==> config.mk <==
export PLATFORM = sky130hd
export DESIGN_NAME = uart_tx_ser_flat
export DESIGN_NICKNAME = d
export VERILOG_FILES = /design/src/rtl/uart_pkg.sv /design/src/rtl/uart_tx_ser_if.sv /design/src/rtl/uart_tx_fifo.sv /design/src/rtl/uart_tx_ser.sv /design/src/flat_wrapper.sv
export SDC_FILE = /design/constraint.sdc
export NUM_CORES = 1
export LEC_CHECK = 0
export CAP_MARGIN = 20
export CORE_MARGIN = 3
export CORE_UTILIZATION = 35
export DETAILED_ROUTE_END_ITERATION = 10
export HOLD_SLACK_MARGIN = 0.05
export SYNTH_ARGS = -nofsm -noshare
export SYNTH_HDL_FRONTEND = slang
export SYNTH_SLANG_ARGS = --single-unit
==> constraint.sdc <==
create_clock -name clk -period 2.4 [get_ports clk]
set_clock_uncertainty 0.05 [all_clocks]
set_input_delay 0.6 -clock clk [delete_from_list [all_inputs] [get_ports clk]]
set_output_delay 0.6 -clock clk [all_outputs]
set_load 0.02 [all_outputs]
==> src/rtl/uart_pkg.sv <==
// Shared UART definitions: frame FSM states, data width and baud divisor helper.
// Used by the TX serialiser and the future RX block.
package uart_pkg;

  localparam int DATA_BITS = 8;

  typedef enum logic [1:0] {
    IDLE  = 2'd0,
    START = 2'd1,
    DATA  = 2'd2,
    STOP  = 2'd3
  } tx_state_e;

  // Truncating divide: the bit period is rounded down to whole clocks.
  function automatic int clks_per_bit(input int clk_freq, input int baud);
    return clk_freq / baud;
  endfunction

endpackage

==> src/rtl/uart_tx_ser_if.sv <==
// Byte handshake into the UART transmitter: byte moves on an edge where tx_valid & tx_ready.
// Producer drives the master side; the transmitter FIFO is the slave and refuses bytes when full.
interface uart_tx_ser_if;
  import uart_pkg::*;

  logic [DATA_BITS-1:0] tx_data;
  logic                 tx_valid;
  logic                 tx_ready;

  modport master (output tx_data, output tx_valid, input tx_ready);
  modport slave  (input tx_data, input tx_valid, output tx_ready);

endinterface

==> src/rtl/uart_tx_fifo.sv <==
// Byte FIFO in front of the serialiser; write takes effect on the edge, head read is combinational.
// Backpressure: push ignored when full (even with a simultaneous pop), pop ignored when empty.
module uart_tx_fifo #(
  parameter int WIDTH = 8,
  parameter int DEPTH = 4
) (
  input  logic                         clk,
  input  logic                         rst,
  input  logic                         push,
  input  logic [WIDTH-1:0]             wr_data,
  input  logic                         pop,
  output logic [WIDTH-1:0]             rd_data,
  output logic                         full,
  output logic                         empty,
  output logic [$clog2(DEPTH+1)-1:0]   level
);

  localparam int AW = (DEPTH > 1) ? $clog2(DEPTH) : 1;
  localparam int LW = $clog2(DEPTH + 1);

  logic [WIDTH-1:0] mem [DEPTH];
  logic [AW-1:0]    wr_ptr;
  logic [AW-1:0]    rd_ptr;
  logic             push_ok;
  logic             pop_ok;

  assign full    = (level == LW'(DEPTH));
  assign empty   = (level == '0);
  assign push_ok = push && !full;
  assign pop_ok  = pop && !empty;
  assign rd_data = mem[rd_ptr];

  // Power-of-two depth lets the pointers wrap by plain overflow.
  always_ff @(posedge clk or posedge rst) begin
    if (rst) begin
      wr_ptr <= '0;
      rd_ptr <= '0;
      level  <= '0;
    end else begin
      if (push_ok) wr_ptr <= wr_ptr + AW'(1);
      if (pop_ok)  rd_ptr <= rd_ptr + AW'(1);
      case ({push_ok, pop_ok})
        2'b10:   level <= level + LW'(1);
        2'b01:   level <= level - LW'(1);
        default: level <= level;
      endcase
    end
  end

  always_ff @(posedge clk) begin
    if (push_ok) mem[wr_ptr] <= wr_data;
  end

endmodule

==> src/rtl/uart_tx_ser.sv <==
// 8N1 UART transmitter behind a small byte FIFO; txd falls one edge after a byte lands in an idle, empty queue.
// Backpressure: tx_ready = FIFO not full; frames run back-to-back while the FIFO holds data.
module uart_tx_ser
  import uart_pkg::*;
#(
  parameter int CLK_FREQ   = 50_000_000,
  parameter int BAUD       = 115200,
  parameter int FIFO_DEPTH = 4
) (
  input  logic                              clk,
  input  logic                              rst,
  uart_tx_ser_if.slave                      tx_if,
  output logic                              txd,
  output logic                              tx_busy,
  output logic [$clog2(FIFO_DEPTH+1)-1:0]   fifo_level
);

  localparam int CLKS_PER_BIT = clks_per_bit(CLK_FREQ, BAUD);
  localparam int CW           = (CLKS_PER_BIT > 1) ? $clog2(CLKS_PER_BIT) : 1;
  localparam int BW           = $clog2(DATA_BITS);

  if (CLKS_PER_BIT < 2) begin : g_bad_baud
    $error("uart_tx_ser: CLK_FREQ/BAUD must be at least 2");
  end
  if (FIFO_DEPTH < 2 || (FIFO_DEPTH & (FIFO_DEPTH - 1)) != 0) begin : g_bad_depth
    $error("uart_tx_ser: FIFO_DEPTH must be a power of two >= 2");
  end

  tx_state_e            state, state_nxt;
  logic [CW-1:0]        baud_cnt, baud_cnt_nxt;
  logic [BW-1:0]        bit_idx, bit_idx_nxt;
  logic [DATA_BITS-1:0] shift, shift_nxt;
  logic                 txd_nxt;
  logic                 busy_nxt;
  logic                 fifo_pop;
  logic                 fifo_full;
  logic                 fifo_empty;
  logic [DATA_BITS-1:0] fifo_head;
  logic                 bit_tick;

  uart_tx_fifo #(
    .WIDTH (DATA_BITS),
    .DEPTH (FIFO_DEPTH)
  ) u_fifo (
    .clk     (clk),
    .rst     (rst),
    .push    (tx_if.tx_valid),
    .wr_data (tx_if.tx_data),
    .pop     (fifo_pop),
    .rd_data (fifo_head),
    .full    (fifo_full),
    .empty   (fifo_empty),
    .level   (fifo_level)
  );

  assign tx_if.tx_ready = !fifo_full;
  assign bit_tick       = (baud_cnt == CW'(CLKS_PER_BIT - 1));

  always_ff @(posedge clk or posedge rst) begin
    if (rst) begin
      state    <= IDLE;
      baud_cnt <= '0;
      bit_idx  <= '0;
      shift    <= '0;
      txd      <= 1'b1;
      tx_busy  <= 1'b0;
    end else begin
      state    <= state_nxt;
      baud_cnt <= baud_cnt_nxt;
      bit_idx  <= bit_idx_nxt;
      shift    <= shift_nxt;
      txd      <= txd_nxt;
      tx_busy  <= busy_nxt;
    end
  end

  // txd/tx_busy are computed one edge ahead so the line changes exactly with the state.
  always_comb begin
    state_nxt    = state;
    baud_cnt_nxt = (state == IDLE || bit_tick) ? '0 : baud_cnt + CW'(1);
    bit_idx_nxt  = bit_idx;
    shift_nxt    = shift;
    txd_nxt      = txd;
    busy_nxt     = tx_busy;
    fifo_pop     = 1'b0;

    case (state)
      IDLE: begin
        txd_nxt  = 1'b1;
        busy_nxt = 1'b0;
        if (!fifo_empty) begin
          fifo_pop     = 1'b1;
          shift_nxt    = fifo_head;
          baud_cnt_nxt = '0;
          state_nxt    = START;
          txd_nxt      = 1'b0;
          busy_nxt     = 1'b1;
        end
      end
      START: begin
        if (bit_tick) begin
          state_nxt   = DATA;
          bit_idx_nxt = '0;
          txd_nxt     = shift[0];
        end
      end
      DATA: begin
        if (bit_tick) begin
          shift_nxt = {1'b0, shift[DATA_BITS-1:1]};
          if (bit_idx == BW'(DATA_BITS - 1)) begin
            state_nxt = STOP;
            txd_nxt   = 1'b1;
          end else begin
            bit_idx_nxt = bit_idx + BW'(1);
            txd_nxt     = shift[1];
          end
        end
      end
      STOP: begin
        if (bit_tick) begin
          if (!fifo_empty) begin
            fifo_pop  = 1'b1;
            shift_nxt = fifo_head;
            state_nxt = START;
            txd_nxt   = 1'b0;
          end else begin
            state_nxt = IDLE;
            txd_nxt   = 1'b1;
            busy_nxt  = 1'b0;
          end
        end
      end
      default: begin
        state_nxt = IDLE;
        txd_nxt   = 1'b1;
        busy_nxt  = 1'b0;
      end
    endcase
  end

endmodule

==> src/flat_wrapper.sv <==
// flat-port wrapper written by rule: the top's interface ports become plain ports
module uart_tx_ser_flat import uart_pkg::*;
#(
  parameter int CLK_FREQ   = 50_000_000,
  parameter int BAUD       = 115200,
  parameter int FIFO_DEPTH = 4
)
  (clk, rst, txd, tx_busy, fifo_level, tx_if_tx_data, tx_if_tx_valid, tx_if_tx_ready);
  uart_tx_ser_if tx_if_i ();
  input  logic clk;
  input  logic rst;
  output logic txd;
  output logic tx_busy;
  output logic [$clog2(FIFO_DEPTH+1)-1:0] fifo_level;
  input wire logic [$bits(tx_if_i.tx_data)-1:0] tx_if_tx_data;
  input wire logic [$bits(tx_if_i.tx_valid)-1:0] tx_if_tx_valid;
  output wire logic [$bits(tx_if_i.tx_ready)-1:0] tx_if_tx_ready;
  assign tx_if_i.tx_data = tx_if_tx_data;
  assign tx_if_i.tx_valid = tx_if_tx_valid;
  assign tx_if_tx_ready = tx_if_i.tx_ready;
  uart_tx_ser #(.CLK_FREQ(CLK_FREQ), .BAUD(BAUD), .FIFO_DEPTH(FIFO_DEPTH)) u_core (.clk(clk), .rst(rst), .tx_if(tx_if_i), .txd(txd), .tx_busy(tx_busy), .fifo_level(fifo_level));
endmodule
==> impl_metrics.prom, run 1 <==
# TYPE chip_impl_metric gauge
chip_impl_info{name="run_status",value="completed"} 1
chip_impl_metric{name="grt_start_max_net_pins",unit=""} 32
chip_impl_metric{name="internal_power",unit="mW"} 1.98
chip_impl_metric{name="core_area",unit="um^2"} 8260
chip_impl_info{name="synth_top_cells_by_area",value="sky130_fd_sc_hd__edfxtp_1, sky130_fd_sc_hd__dfrtp_1, sky130_fd_sc_hd__mux2_2, sky130_fd_sc_hd__ha_1, sky130_fd_sc_hd__xor2_1"} 1
chip_impl_info{name="setup.worst_path.class",value="reg -> reg"} 1
chip_impl_metric{name="via_count_of_the_first_global_routing_pass",unit=""} 1823
chip_impl_metric{name="synth.net_count",unit=""} 251
chip_impl_metric{name="finalWorstPathRequiredPeriod",unit="ns"} 2.32
chip_impl_metric{name="initial_utilization",unit=""} 0.362
chip_impl_metric{name="clock_insertion_delay_worst_skew",unit="ns"} 0.34
chip_impl_metric{name="power.net_switching",unit="mW"} 0.738
chip_impl_metric{name="power.sequential.fraction",unit=""} 0.504
chip_impl_metric{name="num_antenna_cells",unit=""} 0
chip_impl_info{name="worst_path_dominant_cell_family",value="simple AND/OR/NAND/NOR gates"} 1
chip_impl_metric{name="cpPeakStageDelay",unit="ns"} 0.54
chip_impl_metric{name="max-vdd-ir-drop",unit="V"} 0.000412
chip_impl_info{name="cts_tree",value="built"} 1
chip_impl_metric{name="die-area",unit="um^2"} 9700
chip_impl_metric{name="globalRouteOverflowTotal",unit=""} 0
chip_impl_metric{name="final-max-slew-violation-count",unit=""} 0
chip_impl_metric{name="dieWidth",unit="um"} 98.5
chip_impl_metric{name="fillCellCount",unit=""} 791
chip_impl_metric{name="grt_antenna_before_repair",unit=""} 0
chip_impl_metric{name="layout.core_utilization",unit=""} 0.432
chip_impl_info{name="final_common_cell",value="sky130_fd_sc_hd__edfxtp_1"} 1
chip_impl_info{name="synthFlopType",value="sky130_fd_sc_hd__edfxtp_1"} 1
chip_impl_metric{name="antenna_violating_nets_post_route",unit=""} 0
chip_impl_info{name="cts_root_buf",value="sky130_fd_sc_hd__clkbuf_8"} 1
chip_impl_info{name="path_cells",value="or4b_4 -> o21ai_4 -> o211a_4 -> ha_4 -> inv_1 -> fa_2 -> xor2_1 -> nor2_1 -> xor2_1"} 1
chip_impl_metric{name="power.clock.fraction",unit=""} 0.324
chip_impl_metric{name="drive_gt1_frac",unit=""} 0.250
chip_impl_metric{name="p_leak",unit="nW"} 1.50
chip_impl_metric{name="total_power_divided_by_cell_area",unit="nW/um^2"} 763
chip_impl_metric{name="mean_syn_cell_area",unit="um^2"} 13.4
chip_impl_metric{name="area.growth.synth_to_final",unit="%"} 19.1
chip_impl_metric{name="finalNetCount",unit=""} 286
chip_impl_metric{name="drtPass1Iterations",unit=""} 4
chip_impl_metric{name="worst-path-max-fanout",unit=""} 3
chip_impl_metric{name="synth_edf_count",unit=""} 32
chip_impl_metric{name="clkSinkCount",unit=""} 63
chip_impl_metric{name="via_per_inst",unit=""} 4.84
chip_impl_metric{name="die_height",unit="um"} 98.5
chip_impl_metric{name="post-route-drc-count",unit=""} 0
chip_impl_metric{name="max_cap_check_violation_count",unit=""} 0
chip_impl_metric{name="synth.yosys.seq_area_share",unit=""} 0.581
chip_impl_metric{name="setup_viol",unit=""} 0
chip_impl_metric{name="synth.top_cell.area_share",unit=""} 0.321
chip_impl_metric{name="timing_worst_slew_pin_value",unit="ns"} 0.447
chip_impl_metric{name="dr_total_vias",unit=""} 1787
chip_impl_metric{name="cp_num_buf_inv",unit=""} 1
chip_impl_info{name="rsz0062_at_grt",value="true"} 1
chip_impl_metric{name="power.share.switching",unit=""} 0.271
chip_impl_metric{name="postLayoutSetupSlackWorst",unit="ns"} 0.0753
chip_impl_metric{name="fin_setup_tns",unit="ns"} 0
chip_impl_metric{name="wl_per_cell",unit="um"} 14.3
chip_impl_info{name="most_numerous_cell_on_the_critical_path",value="sky130_fd_sc_hd__xor2_1"} 1
chip_impl_metric{name="ys_seq_elements",unit=""} 63
chip_impl_metric{name="pin_count",unit=""} 17
chip_impl_metric{name="route.final.wire_length",unit="mm"} 5.26
chip_impl_metric{name="post_synth_inst_count",unit=""} 224
chip_impl_metric{name="detailedPlace.worstSlack",unit="ns"} 0.0270
chip_impl_metric{name="placed_cell_area",unit="um^2"} 3360
chip_impl_metric{name="timing.fmax",unit="GHz"} 0.430
chip_impl_metric{name="htree_num_levels",unit=""} 3
chip_impl_metric{name="drt_iter0_drc",unit=""} 55
chip_impl_metric{name="synth_warnings",unit=""} 0
chip_impl_metric{name="design_area",unit="um^2"} 3570
chip_impl_metric{name="combinationalPowerShare",unit=""} 0.173
chip_impl_metric{name="cts_buffer_depth",unit=""} 2
chip_impl_metric{name="gp_congestion",unit=""} 0.810
chip_impl_metric{name="cts.hold.buffers_added",unit=""} 0
chip_impl_metric{name="grt_first_pass_wirelength",unit="mm"} 8.97
chip_impl_metric{name="worst-endpoint-arrival",unit="ns"} 2.54
chip_impl_metric{name="clock_edge_transition_at_the_registers_on_the_reported_setup_and_hold_paths",unit="ns"} 0.07
chip_impl_metric{name="finish.cell_count_without_fillers",unit=""} 369
chip_impl_info{name="synth_largest_area_cell",value="sky130_fd_sc_hd__edfxtp_1"} 1
chip_impl_metric{name="async_flop_share",unit=""} 0.492
chip_impl_metric{name="dpl.hpwl",unit="mm"} 3.63
chip_impl_metric{name="finalHoldViolations",unit=""} 0
chip_impl_metric{name="post-place-cells",unit=""} 352
chip_impl_info{name="end_kind",value="flop"} 1
chip_impl_info{name="slowest_stage",value="sky130_fd_sc_hd__or4b_4"} 1
chip_impl_metric{name="slew_headroom",unit=""} 0.702
chip_impl_info{name="mostFrequentLayoutCells",value="sky130_fd_sc_hd__edfxtp_1, sky130_fd_sc_hd__dfrtp_1, sky130_fd_sc_hd__mux2_2"} 1
chip_impl_metric{name="synthesis.area",unit="um^2"} 2990
chip_impl_info{name="worst_hold_path_type",value="reg -> reg"} 1
chip_impl_metric{name="floorplan.rows",unit=""} 33
chip_impl_metric{name="ys_types",unit=""} 43
chip_impl_info{name="worst_setup_path_start_kind",value="flop"} 1
chip_impl_metric{name="critical_path_rt",unit="ns"} 2.62
chip_impl_metric{name="port-buffer-count",unit=""} 16
chip_impl_metric{name="finalCritPeriodShare",unit=""} 0.969
chip_impl_metric{name="grt_util_all_layers",unit=""} 0.119
chip_impl_metric{name="cts-buffers-inserted",unit=""} 9
cells in the mapped netlist (all sizes together) (2+ instances only):
cell type and n:
mux2i 2, buf 2, or2 3, nor2 16
ha 15, nand2b 3, o21ai 4, dfrtp 30
a22o 4, inv 20, and2 2, xor2 9
nand2 3, nand4 5, mux2 25, edfxtp 32
nor3 3, nand3 3, xnor2 4, a21oi 8
o22ai 7, and3 5, clkbuf 4
state kept, by name, summed over array words and instances, names as in the netlist:
| name | count |
|---|---|
| u_core.shift | 8 |
| u_core.tx_busy | 1 |
| u_core.u_fifo.mem | 32 |
| u_core.u_fifo.wr_ptr | 2 |
| u_core.bit_idx | 3 |
| u_core.txd | 1 |
| u_core.u_fifo.rd_ptr | 2 |
| u_core.state | 2 |
| u_core.baud_cnt | 9 |
| u_core.u_fifo.level | 3 |
final cells by class:
class	count	area (um^2)	area share
clock inverters	7	63.8	0.0179
multi-input cells	135	1170	0.327
well taps	105	131	0.0368
inverters	20	75.1	0.0211
repair buffers	30	268	0.0751
clock buffers	9	124	0.0347
flip-flops and latches	63	1740	0.487
cells by family after synthesis:
logic type               count (synthesis)  synth area share
flip-flops                              63             0.581
AND/OR/NAND/NOR                         46            0.0849
AO/OA/AOI/OAI                           32            0.0828
multiplexers                            28             0.108
buffers and inverters                   26            0.0359
adder cells (fa/ha/maj)                 16            0.0694
XOR/XNOR                                13            0.0380
power by group through the flow:
stage	sequential, mW	combinational (mW)	clock (mW)
after floorplan	1.41	0.278	0
after global placement	1.39	0.478	0
after detailed placement	1.40	0.482	0
after CTS	1.37	0.484	0.908
after global routing	1.39	0.529	0.954
final	1.37	0.470	0.880
path summary, 6_finish.rpt:
| kind | startpoint | end | slack, ns | cells past startpoint |
|---|---|---|---|---|
| max in group asynchronous | rst | u_core.txd | 1.38 | 3 |
| min in group asynchronous | rst | u_core.shift[5] | 0.59 | 3 |
| worst min register to register | u_core.tx_busy | u_core.tx_busy | 0.45 | 1 |
| worst max register to register | u_core.baud_cnt[6] | u_core.u_fifo.level[2] | 0.08 | 9 |
| worst min-delay path | u_core.tx_busy | u_core.tx_busy | 0.45 | 1 |
| worst max-delay path | u_core.baud_cnt[6] | u_core.u_fifo.level[2] | 0.08 | 9 |
metrics by stage:
step / hold slack, ns / total power [mW]
final: 0.454 / 2.72
after global routing: 0.471 / 2.88
after CTS: 0.461 / 2.76
after detailed placement: 0.444 / 1.88
after global placement: 0.441 / 1.87
after floorplan: 0.429 / 1.69
repair_timing:
action,4_1_cts,5_1_grt
buffers inserted,0,1
resized for setup,1,1
pin swaps,0,1
endpoints found under the setup margin,1,2
metal layers:
metal,part of all wire,up-vias,wire length (um),global-route usage
li1,-,876,-,-
met1,0.48,884,2530,0.155
met2,0.47,18,2460,0.179
met3,0.027,9,144,0.0361
met4,0.024,0,125,0.0599
met5,0,-,0,0
(Power assumes the default switching activity.)
==> inputs of run 2 (changes only) <==
CTS_CLUSTER_DIAMETER = 200   (was unset)
CTS_CLUSTER_SIZE = 20   (was unset)
PLACE_DENSITY = 0.55   (was unset)
==> impl_metrics.prom, run 2 (synthesis results as in run 1) <==
# TYPE chip_impl_metric gauge
chip_impl_info{name="most_numerous_cell_on_the_critical_path",value="sky130_fd_sc_hd__xor2_1"} 1
chip_impl_metric{name="core_area",unit="um^2"} 8260
chip_impl_metric{name="power.net_switching",unit="mW"} 0.772
chip_impl_metric{name="cts.hold.buffers_added",unit=""} 0
chip_impl_metric{name="port-buffer-count",unit=""} 16
chip_impl_info{name="largest_registers",value="u_core.u_fifo.mem (32), u_core.baud_cnt (9), u_core.shift (8)"} 1
chip_impl_metric{name="clkSinkCount",unit=""} 63
chip_impl_metric{name="via_count_of_the_first_global_routing_pass",unit=""} 1860
chip_impl_metric{name="floorplan.rows",unit=""} 33
chip_impl_info{name="cts_root_buf",value="sky130_fd_sc_hd__clkbuf_8"} 1
chip_impl_info{name="reg2reg_from",value="u_core.baud_cnt[6]"} 1
chip_impl_metric{name="p_leak",unit="nW"} 1.51
chip_impl_metric{name="pin_count",unit=""} 17
chip_impl_metric{name="worst-path-max-fanout",unit=""} 3
chip_impl_metric{name="grt_util_all_layers",unit=""} 0.117
chip_impl_info{name="end_kind",value="flop"} 1
chip_impl_metric{name="detailedPlace.worstSlack",unit="ns"} 0.0232
chip_impl_metric{name="dieWidth",unit="um"} 98.5
chip_impl_metric{name="clock_edge_transition_at_the_registers_on_the_reported_setup_and_hold_paths",unit="ns"} 0.07
chip_impl_info{name="crit-reg2reg-capture",value="u_core.u_fifo.level[2]"} 1
chip_impl_metric{name="finalWorstPathRequiredPeriod",unit="ns"} 2.32
chip_impl_metric{name="rr_worst_depth",unit=""} 9
chip_impl_info{name="final_common_cell",value="sky130_fd_sc_hd__edfxtp_1"} 1
chip_impl_metric{name="via_per_inst",unit=""} 4.84
chip_impl_metric{name="dr_total_vias",unit=""} 1789
chip_impl_metric{name="post-place-cells",unit=""} 353
chip_impl_info{name="worstHoldStart",value="u_core.shift[3]"} 1
chip_impl_metric{name="worst-endpoint-arrival",unit="ns"} 2.53
chip_impl_metric{name="power.share.switching",unit=""} 0.278
chip_impl_metric{name="final-max-slew-violation-count",unit=""} 0
chip_impl_metric{name="grt_first_pass_wirelength",unit="mm"} 9.03
chip_impl_metric{name="finalCritPeriodShare",unit=""} 0.967
chip_impl_metric{name="power.clock.fraction",unit=""} 0.332
chip_impl_info{name="run_status",value="completed"} 1
chip_impl_metric{name="dpl.hpwl",unit="mm"} 3.58
chip_impl_info{name="max_flop_register",value="u_core.u_fifo.mem"} 1
chip_impl_info{name="worstHoldEndpoint",value="u_core.shift[3]"} 1
chip_impl_metric{name="postLayoutSetupSlackWorst",unit="ns"} 0.0781
chip_impl_metric{name="min_path_cells",unit=""} 1
chip_impl_metric{name="cpPeakStageDelay",unit="ns"} 0.54
chip_impl_metric{name="max-vdd-ir-drop",unit="V"} 0.000445
chip_impl_metric{name="clock_insertion_delay_worst_skew",unit="ns"} 0.34
chip_impl_info{name="slowest_stage",value="sky130_fd_sc_hd__or4b_4"} 1
chip_impl_info{name="cts_tree",value="built"} 1
chip_impl_metric{name="grt_antenna_before_repair",unit=""} 0
chip_impl_info{name="worst_hold_path_type",value="reg -> reg"} 1
chip_impl_info{name="worst_setup_path_start_kind",value="flop"} 1
chip_impl_metric{name="drt_iter0_drc",unit=""} 40
chip_impl_info{name="mostFrequentLayoutCells",value="sky130_fd_sc_hd__edfxtp_1, sky130_fd_sc_hd__dfrtp_1, sky130_fd_sc_hd__mux2_2"} 1
chip_impl_info{name="rsz0062_at_grt",value="false"} 1
chip_impl_metric{name="combinationalPowerShare",unit=""} 0.174
chip_impl_metric{name="finalNetCount",unit=""} 287
chip_impl_metric{name="finalHoldWorstSlack",unit="ns"} 0.460
chip_impl_metric{name="fillCellCount",unit=""} 778
chip_impl_metric{name="num_antenna_cells",unit=""} 0
chip_impl_metric{name="gp_congestion",unit=""} 0.793
chip_impl_metric{name="fin_setup_tns",unit="ns"} 0
chip_impl_metric{name="area.growth.synth_to_final",unit="%"} 19.9
chip_impl_metric{name="drive_gt1_frac",unit=""} 0.268
chip_impl_metric{name="largest_reg_flops",unit=""} 32
chip_impl_metric{name="die_height",unit="um"} 98.5
chip_impl_metric{name="max_cap_check_violation_count",unit=""} 0
chip_impl_metric{name="finish.cell_count_without_fillers",unit=""} 370
chip_impl_metric{name="timing_worst_slew_pin_value",unit="ns"} 0.454
chip_impl_metric{name="setup_viol",unit=""} 0
chip_impl_metric{name="critical_path_rt",unit="ns"} 2.60
chip_impl_metric{name="slew_headroom",unit=""} 0.697
chip_impl_metric{name="route.final.wire_length",unit="mm"} 5.26
chip_impl_metric{name="post-route-drc-count",unit=""} 0
chip_impl_metric{name="cts-buffers-inserted",unit=""} 9
chip_impl_metric{name="internal_power",unit="mW"} 2.00
chip_impl_metric{name="grt_start_max_net_pins",unit=""} 32
chip_impl_metric{name="cts_buffer_depth",unit=""} 2
chip_impl_info{name="setup.worst_path.class",value="reg -> reg"} 1
chip_impl_metric{name="htree_num_levels",unit=""} 3
chip_impl_metric{name="initial_utilization",unit=""} 0.362
chip_impl_metric{name="wl_per_cell",unit="um"} 14.2
chip_impl_metric{name="antenna_violating_nets_post_route",unit=""} 0
chip_impl_metric{name="drtPass1Iterations",unit=""} 4
chip_impl_info{name="path_cells",value="or4b_4 -> o21ai_4 -> o211a_4 -> ha_4 -> inv_2 -> fa_2 -> xor2_1 -> nor2_1 -> xor2_1"} 1
chip_impl_metric{name="power.sequential.fraction",unit=""} 0.494
chip_impl_metric{name="timing.fmax",unit="GHz"} 0.431
chip_impl_metric{name="ff2ff_setup_slack",unit="ns"} 0.08
chip_impl_metric{name="die-area",unit="um^2"} 9700
chip_impl_metric{name="total_power_divided_by_cell_area",unit="nW/um^2"} 773
chip_impl_metric{name="finalHoldViolations",unit=""} 0
chip_impl_metric{name="globalRouteOverflowTotal",unit=""} 0
==> run 2: changes by cell type in the layout (fill, tap and decap cells not counted), sizes merged <==
cell      before  now
buf           14   15
clkinvlp       1    0
inv           20   21
clkinv         5    4
clkbuf         9   10
==> run 2: cell type report <==
type                            count  area (um^2)  area share
Tap cell                          105          131      0.0366
Inverter                           20         75.1      0.0209
Clock inverter                      6         70.1      0.0195
Multi-Input combinational cell    135         1170       0.326
Clock buffer                       10          128      0.0356
Sequential cell                    63         1740       0.485
Timing Repair Buffer               31          275      0.0767
==> run 2: power groups by stage <==
| stage | Clock [mW] | Sequential [mW] | Combinational [mW] |
|---|---|---|---|
| floorplan | 0 | 1.41 | 0.278 |
| global placement | 0 | 1.39 | 0.488 |
| detailed placement | 0 | 1.39 | 0.492 |
| CTS | 0.944 | 1.37 | 0.497 |
| global route | 1.00 | 1.39 | 0.537 |
| finish | 0.920 | 1.37 | 0.482 |
==> run 2: worst max-delay path, delay by kind of cell (launching register included) <==
| kind | cells | cell delay (ns) |
|---|---|---|
| simple gates | 2 | 0.65 |
| fa+ha+maj | 2 | 0.46 |
| flops | 1 | 0.40 |
| compound gates | 2 | 0.36 |
| xor+xnor | 2 | 0.29 |
| buf+inv | 1 | 0.03 |
==> run 2: worst max-delay path by stage <==
| stage | startpoint | endpoint | cells after the start |
|---|---|---|---|
| after floorplan | u_core.baud_cnt[3] | u_core.u_fifo.level[2] | 10 |
| after global placement | u_core.baud_cnt[6] | u_core.u_fifo.level[2] | 9 |
| after detailed placement | u_core.baud_cnt[6] | u_core.u_fifo.level[2] | 9 |
| after CTS | u_core.u_fifo.level[0] | tx_if_tx_ready | 3 |
| after global routing | u_core.baud_cnt[6] | u_core.u_fifo.level[2] | 9 |
| final | u_core.baud_cnt[6] | u_core.u_fifo.level[2] | 9 |
==> run 2: per-stage QoR <==
step | power, mW | utilization | cell area [um^2]
after CTS | 2.81 | 0.433 | 3570
after global placement | 1.88 | 0.408 | 3370
after detailed placement | 1.89 | 0.408 | 3370
final | 2.77 | 0.434 | 3590
after global routing | 2.93 | 0.434 | 3590
after floorplan | 1.69 | - | 3010
==> run 2: routing by layer <==
layer  GRT usage  wire length, um  up-vias
li1            -                -      877
met1       0.163             2630      888
met2       0.174             2420       20
met3      0.0418              146        4
met4      0.0347               57        0
met5           0                0        -
==> run 2: repair_timing <==
| action | in CTS | in global routing |
|---|---|---|
| buffers inserted | 0 | 1 |
| pin swaps | 0 | 1 |
| gates resized for setup | 1 | 4 |
| setup endpoints to repair | 1 | 2 |
